File: config.mk
export PLATFORM = sky130hd
export DESIGN_NAME = fifo_uart_tx
export DESIGN_NICKNAME = d
export VERILOG_FILES = /design/src/rtl/fifo_uart_pkg.sv /design/src/rtl/uart_baud_gen.sv /design/src/rtl/fifo_uart_tx.sv
export SDC_FILE = /design/constraint.sdc
export NUM_CORES = 1
export LEC_CHECK = 0
export CORE_ASPECT_RATIO = 0.7
export CORE_MARGIN = 3
export CORE_UTILIZATION = 57
export CTS_CLUSTER_DIAMETER = 150
export DETAILED_ROUTE_END_ITERATION = 7
export GPL_TIMING_DRIVEN = 0
export PLACE_DENSITY = 0.94
export SETUP_SLACK_MARGIN = 0.15
export SLEW_MARGIN = 10
export SYNTH_ARGS = -nofsm -noshare
export SYNTH_HDL_FRONTEND = slang
export SYNTH_SLANG_ARGS = --single-unit
export TNS_END_PERCENT = 30
File: constraint.sdc
create_clock -name clk -period 3.2 [get_ports clk]
set_input_delay 0.8 -clock clk [delete_from_list [all_inputs] [get_ports clk]]
set_output_delay 0.8 -clock clk [all_outputs]
set_load 0.01 [all_outputs]
File: src/rtl/fifo_uart_pkg.sv
// Shared encodings and defaults for the FIFO-draining UART transmitter.
package fifo_uart_pkg;

    localparam int unsigned DEFAULT_CLKS_PER_BIT = 16;

    localparam logic [2:0] STATE_IDLE  = 3'd0;
    localparam logic [2:0] STATE_FETCH = 3'd1;
    localparam logic [2:0] STATE_LOAD  = 3'd2;
    localparam logic [2:0] STATE_START = 3'd3;
    localparam logic [2:0] STATE_DATA  = 3'd4;
    localparam logic [2:0] STATE_STOP  = 3'd5;

    typedef enum logic [2:0] {
        IDLE  = STATE_IDLE,
        FETCH = STATE_FETCH,
        LOAD  = STATE_LOAD,
        START = STATE_START,
        DATA  = STATE_DATA,
        STOP  = STATE_STOP
    } state_t;

endpackage

File: src/rtl/uart_baud_gen.sv
// Bit-period counter: counts 0..CLKS_PER_BIT-1 and flags the last cycle of each bit.
module uart_baud_gen
    import fifo_uart_pkg::*;
#(
    parameter int unsigned CLKS_PER_BIT = DEFAULT_CLKS_PER_BIT,
    parameter int unsigned CNT_W        = (CLKS_PER_BIT > 1) ? $clog2(CLKS_PER_BIT) : 1
) (
    input  logic             clk,
    input  logic             rst,
    input  logic             clear,
    output logic [CNT_W-1:0] count,
    output logic             tick
);

    assign tick = (count == CNT_W'(CLKS_PER_BIT - 1));

    always_ff @(posedge clk or negedge rst) begin
        if (!rst) begin
            count <= '0;
        end else if (clear || tick) begin
            count <= '0;
        end else begin
            count <= count + CNT_W'(1);
        end
    end

endmodule

File: src/rtl/fifo_uart_tx.sv
// Pops bytes from the synchronous FIFO and serialises each one as a UART 8N1 frame.
module fifo_uart_tx
    import fifo_uart_pkg::*;
#(
    parameter int unsigned DATA_WIDTH   = 8,
    parameter int unsigned CLKS_PER_BIT = DEFAULT_CLKS_PER_BIT
) (
    input  logic                  clk,
    input  logic                  rst,
    input  logic                  enable,
    input  logic                  fifo_empty,
    input  logic [DATA_WIDTH-1:0] fifo_data,
    output logic                  fifo_read_en,
    output logic                  tx,
    output logic                  busy,
    output logic                  tx_done,
    output logic [15:0]           frame_count
);

    localparam int unsigned CNT_W = (CLKS_PER_BIT > 1) ? $clog2(CLKS_PER_BIT) : 1;
    localparam int unsigned BIT_W = (DATA_WIDTH > 1) ? $clog2(DATA_WIDTH) : 1;

    state_t                state;
    logic [DATA_WIDTH-1:0] shift_q;
    logic [BIT_W-1:0]      bit_idx;
    logic [15:0]           frame_cnt_q;
    logic [CNT_W-1:0]      baud_cnt;
    logic                  tick;
    logic                  baud_clear;
    logic                  frame_end;

    // Baud counter only runs while a frame is on the line.
    assign baud_clear = (state == IDLE) || (state == FETCH) || (state == LOAD);
    assign frame_end  = (state == STOP) && tick;

    uart_baud_gen #(
        .CLKS_PER_BIT(CLKS_PER_BIT),
        .CNT_W       (CNT_W)
    ) u_baud (
        .clk  (clk),
        .rst  (rst),
        .clear(baud_clear),
        .count(baud_cnt),
        .tick (tick)
    );

    always_ff @(posedge clk or negedge rst) begin
        if (!rst) begin
            state        <= IDLE;
            shift_q      <= '0;
            bit_idx      <= '0;
            fifo_read_en <= 1'b0;
            tx           <= 1'b1;
            busy         <= 1'b0;
            tx_done      <= 1'b0;
        end else begin
            fifo_read_en <= 1'b0;
            tx_done      <= 1'b0;
            case (state)
                IDLE: begin
                    tx <= 1'b1;
                    if (enable && !fifo_empty) begin
                        state        <= FETCH;
                        fifo_read_en <= 1'b1;
                        busy         <= 1'b1;
                    end
                end
                FETCH: state <= LOAD;
                LOAD: begin
                    shift_q <= fifo_data;
                    bit_idx <= '0;
                    tx      <= 1'b0;
                    state   <= START;
                end
                START: begin
                    if (tick) begin
                        tx    <= shift_q[0];
                        state <= DATA;
                    end
                end
                DATA: begin
                    if (tick) begin
                        if (bit_idx == BIT_W'(DATA_WIDTH - 1)) begin
                            tx    <= 1'b1;
                            state <= STOP;
                        end else begin
                            bit_idx <= bit_idx + BIT_W'(1);
                            shift_q <= shift_q >> 1;
                            tx      <= shift_q[1];
                        end
                    end
                end
                STOP: begin
                    // Raise tx_done one cycle early so it lands on the final stop cycle.
                    if (baud_cnt == CNT_W'(CLKS_PER_BIT - 2)) begin
                        tx_done <= 1'b1;
                    end
                    if (tick) begin
                        busy  <= 1'b0;
                        state <= IDLE;
                    end
                end
                default: begin
                    state <= IDLE;
                    tx    <= 1'b1;
                    busy  <= 1'b0;
                end
            endcase
        end
    end

    // Frame counter, wraps naturally at 16 bits.
    always_ff @(posedge clk or negedge rst) begin
        if (!rst) begin
            frame_cnt_q <= '0;
        end else begin
            frame_cnt_q <= frame_cnt_q + 16'(frame_end);
        end
    end

    assign frame_count = frame_cnt_q;

endmodule

==> results.txt <==
----------------------------------------------------
[Finish]
  Final core area utilization ... 77.2%
  Antenna diodes ... 0
  Final layout net count ... 257
  Share of final-layout standard cells stronger than drive strength 1 ... 13.3%
  Area added between synthesis and finish ... 23.2%

[Critical path]
  Max stage delay on crit path ... 0.40 ns
  Largest fanout on the critical path ... 8
  Arrival @ worst endpoint ... 2.47 ns
  Worst setup EP type ... register
  Most Frequent Cell on Critical Path ... sky130_fd_sc_hd__ha_1
  Startpoint Class ... register
  Critical Path, Cell by Cell ... ha_1, buf_2, nand3_1, nor2_1, ha_1, ha_1, nand2_1, nor4_2, xor2_1
  Required time at the endpoint of the critical path ... 3.41 ns
  Crit Path Class ... reg -> reg
  Internal reg-to-reg setup slack ... 0.95 ns
  Cell type of the slowest stage on the worst timing path ... sky130_fd_sc_hd__dfrtp_1

[Route]
  Mean routed wirelength per cell ... 16.1 um
  Total number of vias ... 1,714
  Post-detailed-routing wire length ... 4630 um
  Residual antenna-violating net count after detailed routing ... 0
  Iteration-0 DRC count of the detailed router ... 188
  Number of vias per cell ... 5.97
  Detailed-route DRC error count ... 0
  1st-pass router iterations ... 5

[Logic synthesis]
  Area share of the leading cell type in the synthesized netlist ... 44.8%
  Count of state elements after synthesis ... 38
  Post-synthesis instance total ... 200
  Ys Warns ... 0
  Most common library cells after synthesis ... sky130_fd_sc_hd__dfrtp_1 (37), sky130_fd_sc_hd__nand2_1 (16), sky130_fd_sc_hd__nand3_1 (11), sky130_fd_sc_hd__o21ai_0 (11)
  Area of the mapped netlist ... 2070 um2
  Sequential fraction of the synthesis area ... 46.1%
  Ys flop type ... sky130_fd_sc_hd__dfrtp_1
  Share of flip-flops with an asynchronous set or reset ... 100%
  Cell with the most instances after synthesis ... sky130_fd_sc_hd__dfrtp_1
  Number of distinct library cells after synthesis ... 40
  Count of flip-flops with a built-in enable after synthesis ... 0
  Top cell type by total area after synthesis ... sky130_fd_sc_hd__dfrtp_1
  Post-Synthesis Net Count ... 218
  Top cells by area in the synthesized netlist ... sky130_fd_sc_hd__dfrtp_1 (45%), sky130_fd_sc_hd__xor2_1 (4.2%), sky130_fd_sc_hd__mux2i_1 (3.9%)
  Average cell area after synthesis ... 10.3 um2

[Clock network]
  Clock sink total ... 38
  CTS clk-pin slew, worst paths ... 0.08 ns
  TritonCTS clock tree ... done
  Clock latency at the later pin of the worst-skew pair ... 0.29 ns
  Num CTS Buffers ... 5
  Number of H-tree levels ... 2
  Clock buffer depth ... 2
  PostCTS Resize Cnt ... 0
  Quantity of hold-fixing buffers added after cts ... 0
  Post-CTS Setup Repair Bufs ... 0
  Clock root buffer ... sky130_fd_sc_hd__clkbuf_8

[Die]
  Starting utilization of the core area ... 62.7%
  Area of the core ... 3300 um2
  Number of placement rows ... 17
  DIE HEIGHT ... 56.4 um
  DIE WIDTH ... 78.0 um
  Total die area ... 4400 um2
  I/O pin cnt ... 32

[STA]
  Portion of the clock cycle consumed by the worst path in the final layout ... 70.4%
  Final min period ... 2.25 ns
  Number of max-slew violations in the final report ... 0
  Transition at the pin with the smallest max-transition slack ... 0.663 ns
  Total negative setup slack ... 0 ns
  Worst clock skew ... 0.00742 ns
  RSZ-0062 raised after global routing ... false
  Normalized max-slew margin ... 55.7%
  Final setup violation count ... 0
  Maximum clock rate ... 444 MHz
  Final-report hold violation count ... 0

[Power and ir drop]
  IR drop worst, VDD ... 0.280 mV
  Power density relative to cell area ... 339 nW/um2
  Static leakage ... 1.09 nW

[Place]
  IO Port Bufs ... 31
  HPWL reported at the end of detailed placement ... 3340 um
  Last weighted congestion value of the routability-driven placer ... 0.815

[Min path]
  Tightest Hold Check Type ... in -> async

[Run]
  Max capacitance violation total ... 0

[GRT]
  Overall fraction of global-route tracks in use ... 22.2%
  Vias in the first global route ... 1,583
  Leftover overflow at the end of global routing ... 0
  First-pass GRT wire length ... 7600 um
  Pin count of the biggest net entering global routing ... 38
  Number of antenna violations at the first check in global routing ... 0

[Status]
  Run status ... finished clean

----------------------------------------------------
## area by class of cell
| cell class | count | area [um2] |
|---|---|---|
| buffer | 11 | 53.8 |
| clock buffer | 6 | 82.6 |
| clock inverter | 2 | 12.5 |
| fill | 206 | 751 |
| inverter | 6 | 22.5 |
| multi-input combinational | 145 | 1040 |
| sequential | 38 | 952 |
| tap | 47 | 58.8 |
| timing repair buffer | 32 | 325 |
## critical path: cells and delay by family, from the launching register on
kind,cells,cell delay (ns)
xor+xnor,1,0.16
fa+ha+maj,3,0.63
buf+inv,1,0.19
flops,1,0.40
simple gates,4,0.79
## metrics by stage
step | worst slack (ns) | hold WS (ns) | area, um2 | total power, mW | cells
3_3_place_gp | 0.466 | 0.459 | 2440 | 0.532 | 278
4_1_cts | 0.934 | 0.286 | 2550 | 0.871 | 287
3_5_place_dp | 0.984 | 0.465 | 2450 | 0.535 | 279
6_report | 0.947 | 0.296 | 2550 | 0.864 | 287
2_1_floorplan | 1.29 | 0.450 | 2070 | 0.507 | 200
5_1_grt | 0.737 | 0.285 | 2550 | 0.902 | 287
## power breakdown
group	total, mW	internal, mW	switching, mW
clock	0.339	0.173	0.166
sequential	0.490	0.485	0.00459
combinational	0.0359	0.0213	0.0146
total	0.864	0.679	0.185
## state kept, by name (all words and copies together) (netlist names)
signal,flops
tx,1
busy,1
bit_idx,3
state,3
frame_count,16
fifo_read_en,1
tx_done,1
shift_q,8
u_baud.count,4
## cell families after synthesis
kind of cell | count (synthesis) | share of synthesized area (%)
mux | 9 | 4.42
flops | 38 | 46.1
xor+xnor | 16 | 6.78
fa+ha+maj | 6 | 3.63
buf+inv | 17 | 3.69
compound gates | 31 | 10.3
simple gates | 83 | 25.1
## placed cells by master, fill, tap and decap left out, drive strengths merged, types with 3 or more instances in the layout
master,instances
clkdlybuf4s50,30
nand4,4
xor2,10
and3,3
xnor2,6
nor4,4
o211ai,8
mux2i,8
o21ai,11
nand2,16
a32oi,4
buf,12
and2,8
nor3,6
nand3,11
inv,6
nand2b,3
dfrtp,37
ha,6
nor2,11
nor3b,8
clkbuf,7
## worst paths after layout
path                                           start                        end  cells past startpoint
min                                              rst  frame_count[15]$_DFF_PN0_                      1
max reg2reg                u_baud.count[0]$_DFF_PN0_  frame_count[14]$_DFF_PN0_                      9
min reg2reg                frame_count[15]$_DFF_PN0_  frame_count[15]$_DFF_PN0_                      1
max in group asynchronous                        rst             tx$_DFFE_PN1P_                      2
min in group clk           frame_count[15]$_DFF_PN0_  frame_count[15]$_DFF_PN0_                      1
max                        u_baud.count[0]$_DFF_PN0_  frame_count[14]$_DFF_PN0_                      9
## per-layer routing
metal  up-vias  track usage [%]  wire length (um)
met5         -                0                 0
met1       823             32.9              2110
li1        788                -                 -
met3        14             6.25               392
met4         0             8.98               101
met2        89             30.5              2030
(Power assumes the default switching activity.)
==> variant: new RTL, config.mk and constraints unchanged <==
Register the output `frame_count` once more; this adds one clock of latency there. The other outputs are not delayed to match.
--- a/src/rtl/fifo_uart_tx.sv
+++ b/src/rtl/fifo_uart_tx.sv
@@ -118,7 +118,9 @@
         end
     end
 
-    assign frame_count = frame_cnt_q;
+    always_ff @(posedge clk) begin
+        frame_count <= frame_cnt_q;
+    end
 
 endmodule
 
Check against the original RTL: same outputs for any inputs over 10 cycles, from zero or initial values and one cycle with rst low; that may be too few to reach the edited logic, so the function may still have changed.
==> variant against the original RTL <==
- setup slack got worse by 190 ps
- sequential cell count increased by 16
- power increased by 36%
- count of clock-buffer cells in the layout unchanged
- cell area increased by 14%
- wire length increased by 3.7%
- fmax decreased by 7.8%
- area after synthesis increased by 16%
- critical path type unchanged
- largest power group unchanged
==> variant: results (changes against the original RTL) <==
global_route:
  met3_usage_pct: 4.27  # -2.0 points
  grt_antenna_before_repair: 0  # unchanged
  grt_pass1_vias: 1639  # +3.5%
  use_met2_pct: 29.0  # -1.5 points
  grt_max_degree: 23  # -39%
  grt_overflow: 0  # unchanged
  grt_pass1_wl_um: 7800  # +2.6%
  grt_usage_pct: 19.9  # -2.4 points
  gr-usage-met1_pct: 29.4  # -3.5 points
cells_and_area:
  fill_cells: 270  # +31%
  multi_input_area_share_pct: 36.1  # -4.7 points
  fin_area_sq_um: 2900  # +14%
  nClkBuffers: 6  # unchanged
  nNetsFinal: 273  # +6.2%
  nonClkBufAreaFrac_pct: 13.3  # -1.6 points
  drive_gt1_share_pct: 11.7  # -1.6 points
  instances_no_fill: 308  # +7.3%
  area_share_clock_buf_inv_pct: 3.75  # +0.015 points
  seq_share_pct: 43.8  # +6.4 points
  n_all_buffers: 43  # unchanged
  seq_cell_count: 54  # +42%
synthesis:
  synth_cell_types: 44  # +10%
  synth_area_leaders: "dfrtp_1, dfxtp_1, mux2i_1"
  async_reset_ff_share_pct: 70.4  # -30 points
  syn_nets: 234  # +7.3%
  yosysSeqAreaShare_pct: 53.1  # +7.0 points
  syn_inst: 216  # +8.0%
  synth_common_cells: "dfrtp_1, dfxtp_1, nand2_1, o21ai_0"
detailed_routing:
  wl_met1_um: 2270  # +7.5%
  first_iter_violations: 140  # -26%
  wl_met2_um: 2170  # +7.1%
  wire_per_inst_um: 15.6  # -3.4%
  dr.pass1.iters: 4  # -1
  met3_length_um: 291  # -26%
  vias_per_cell: 5.84  # -2.1%
run_status:
  status: "complete, no violations"
clock_network:
  insertion_delay_ps: 310  # +20 ps
  post_cts_resized: 0  # unchanged
  clk_pin_slew_ps: 90
placed_design:
  dp_hpwl_um: 3600  # +7.6%
  dp.cells: 300  # +7.5%
  placed_cell_area_sq_um: 2790  # +14%
  portBuffers: 31  # unchanged
  place_ws_ps: 817  # -166 ps
  gp_congestion: 0.921  # +13%
setup_path:
  cp_slowest_stage_delay_ps: 430  # +30 ps
  crit_arrival_ps: 2680  # +210 ps
  critPathMaxFanout: 9  # +1
  slowest_stage: "dfrtp_1"
power_and_ir_drop:
  cellLeakagePower_nw: 1.23  # +12%
  irDropWorstVdd_v: 0.000325  # +16%
hold_path:
  hp-class: "flip-flop to flip-flop"
timing:
  finalClockSkew_ps: 3.37  # -4.05 ps
  slew_headroom_pct: 60.6  # +4.9 points
[variant: final timing paths]
| check | to | start | slack, ps | cells past startpoint |
|---|---|---|---|---|
| max in group asynchronous | frame_cnt_q[11]$_DFF_PN0_ | rst | 2320 | 2 |
| setup reg to reg | frame_cnt_q[14]$_DFF_PN0_ | u_baud.count[0]$_DFF_PN0_ | 760 | 9 |
| hold reg to reg | frame_count[0]$_DFF_P_ | frame_cnt_q[0]$_DFF_PN0_ | 400 | 0 |
| setup / recovery | frame_cnt_q[14]$_DFF_PN0_ | u_baud.count[0]$_DFF_PN0_ | 760 | 9 |
| hold / removal | frame_count[0]$_DFF_P_ | frame_cnt_q[0]$_DFF_PN0_ | 400 | 0 |
| min in group asynchronous | shift_q[4]$_DFFE_PN0P_ | rst | 420 | 1 |
[variant: report_power, final]
group | internal, W | leakage (nW) | switching [W]
logic | 0.0000221 | 0.563 | 0.0000154
registers | 0.000684 | 0.609 | 0.00000469
clock network | 0.000234 | 0.0557 | 0.000215
total | 0.000940 | 1.23 | 0.000235
[variant: critical path, delay by kind of cell (launching register included)]
family,cells,cell delay (ps)
flip-flops,1,430
AND/OR/NAND/NOR,4,860
adder cells (fa/ha/maj),3,680
XOR/XNOR,1,160
buffers and inverters,1,220
[variant: cell families (layout without fill, tap and decap cells)]
logic type / count (synthesis) / in the layout / synth area share, %
multiplexers: 9 / 9 / 3.81
adder cells (fa/ha/maj): 6 / 6 / 3.13
XOR/XNOR: 15 / 15 / 5.48
AND/OR/NAND/NOR: 81 / 81 / 21.5
flip-flops: 54 / 54 / 53.1
AO/OA/AOI/OAI: 34 / 34 / 9.82
buffers and inverters: 17 / 57 / 3.19
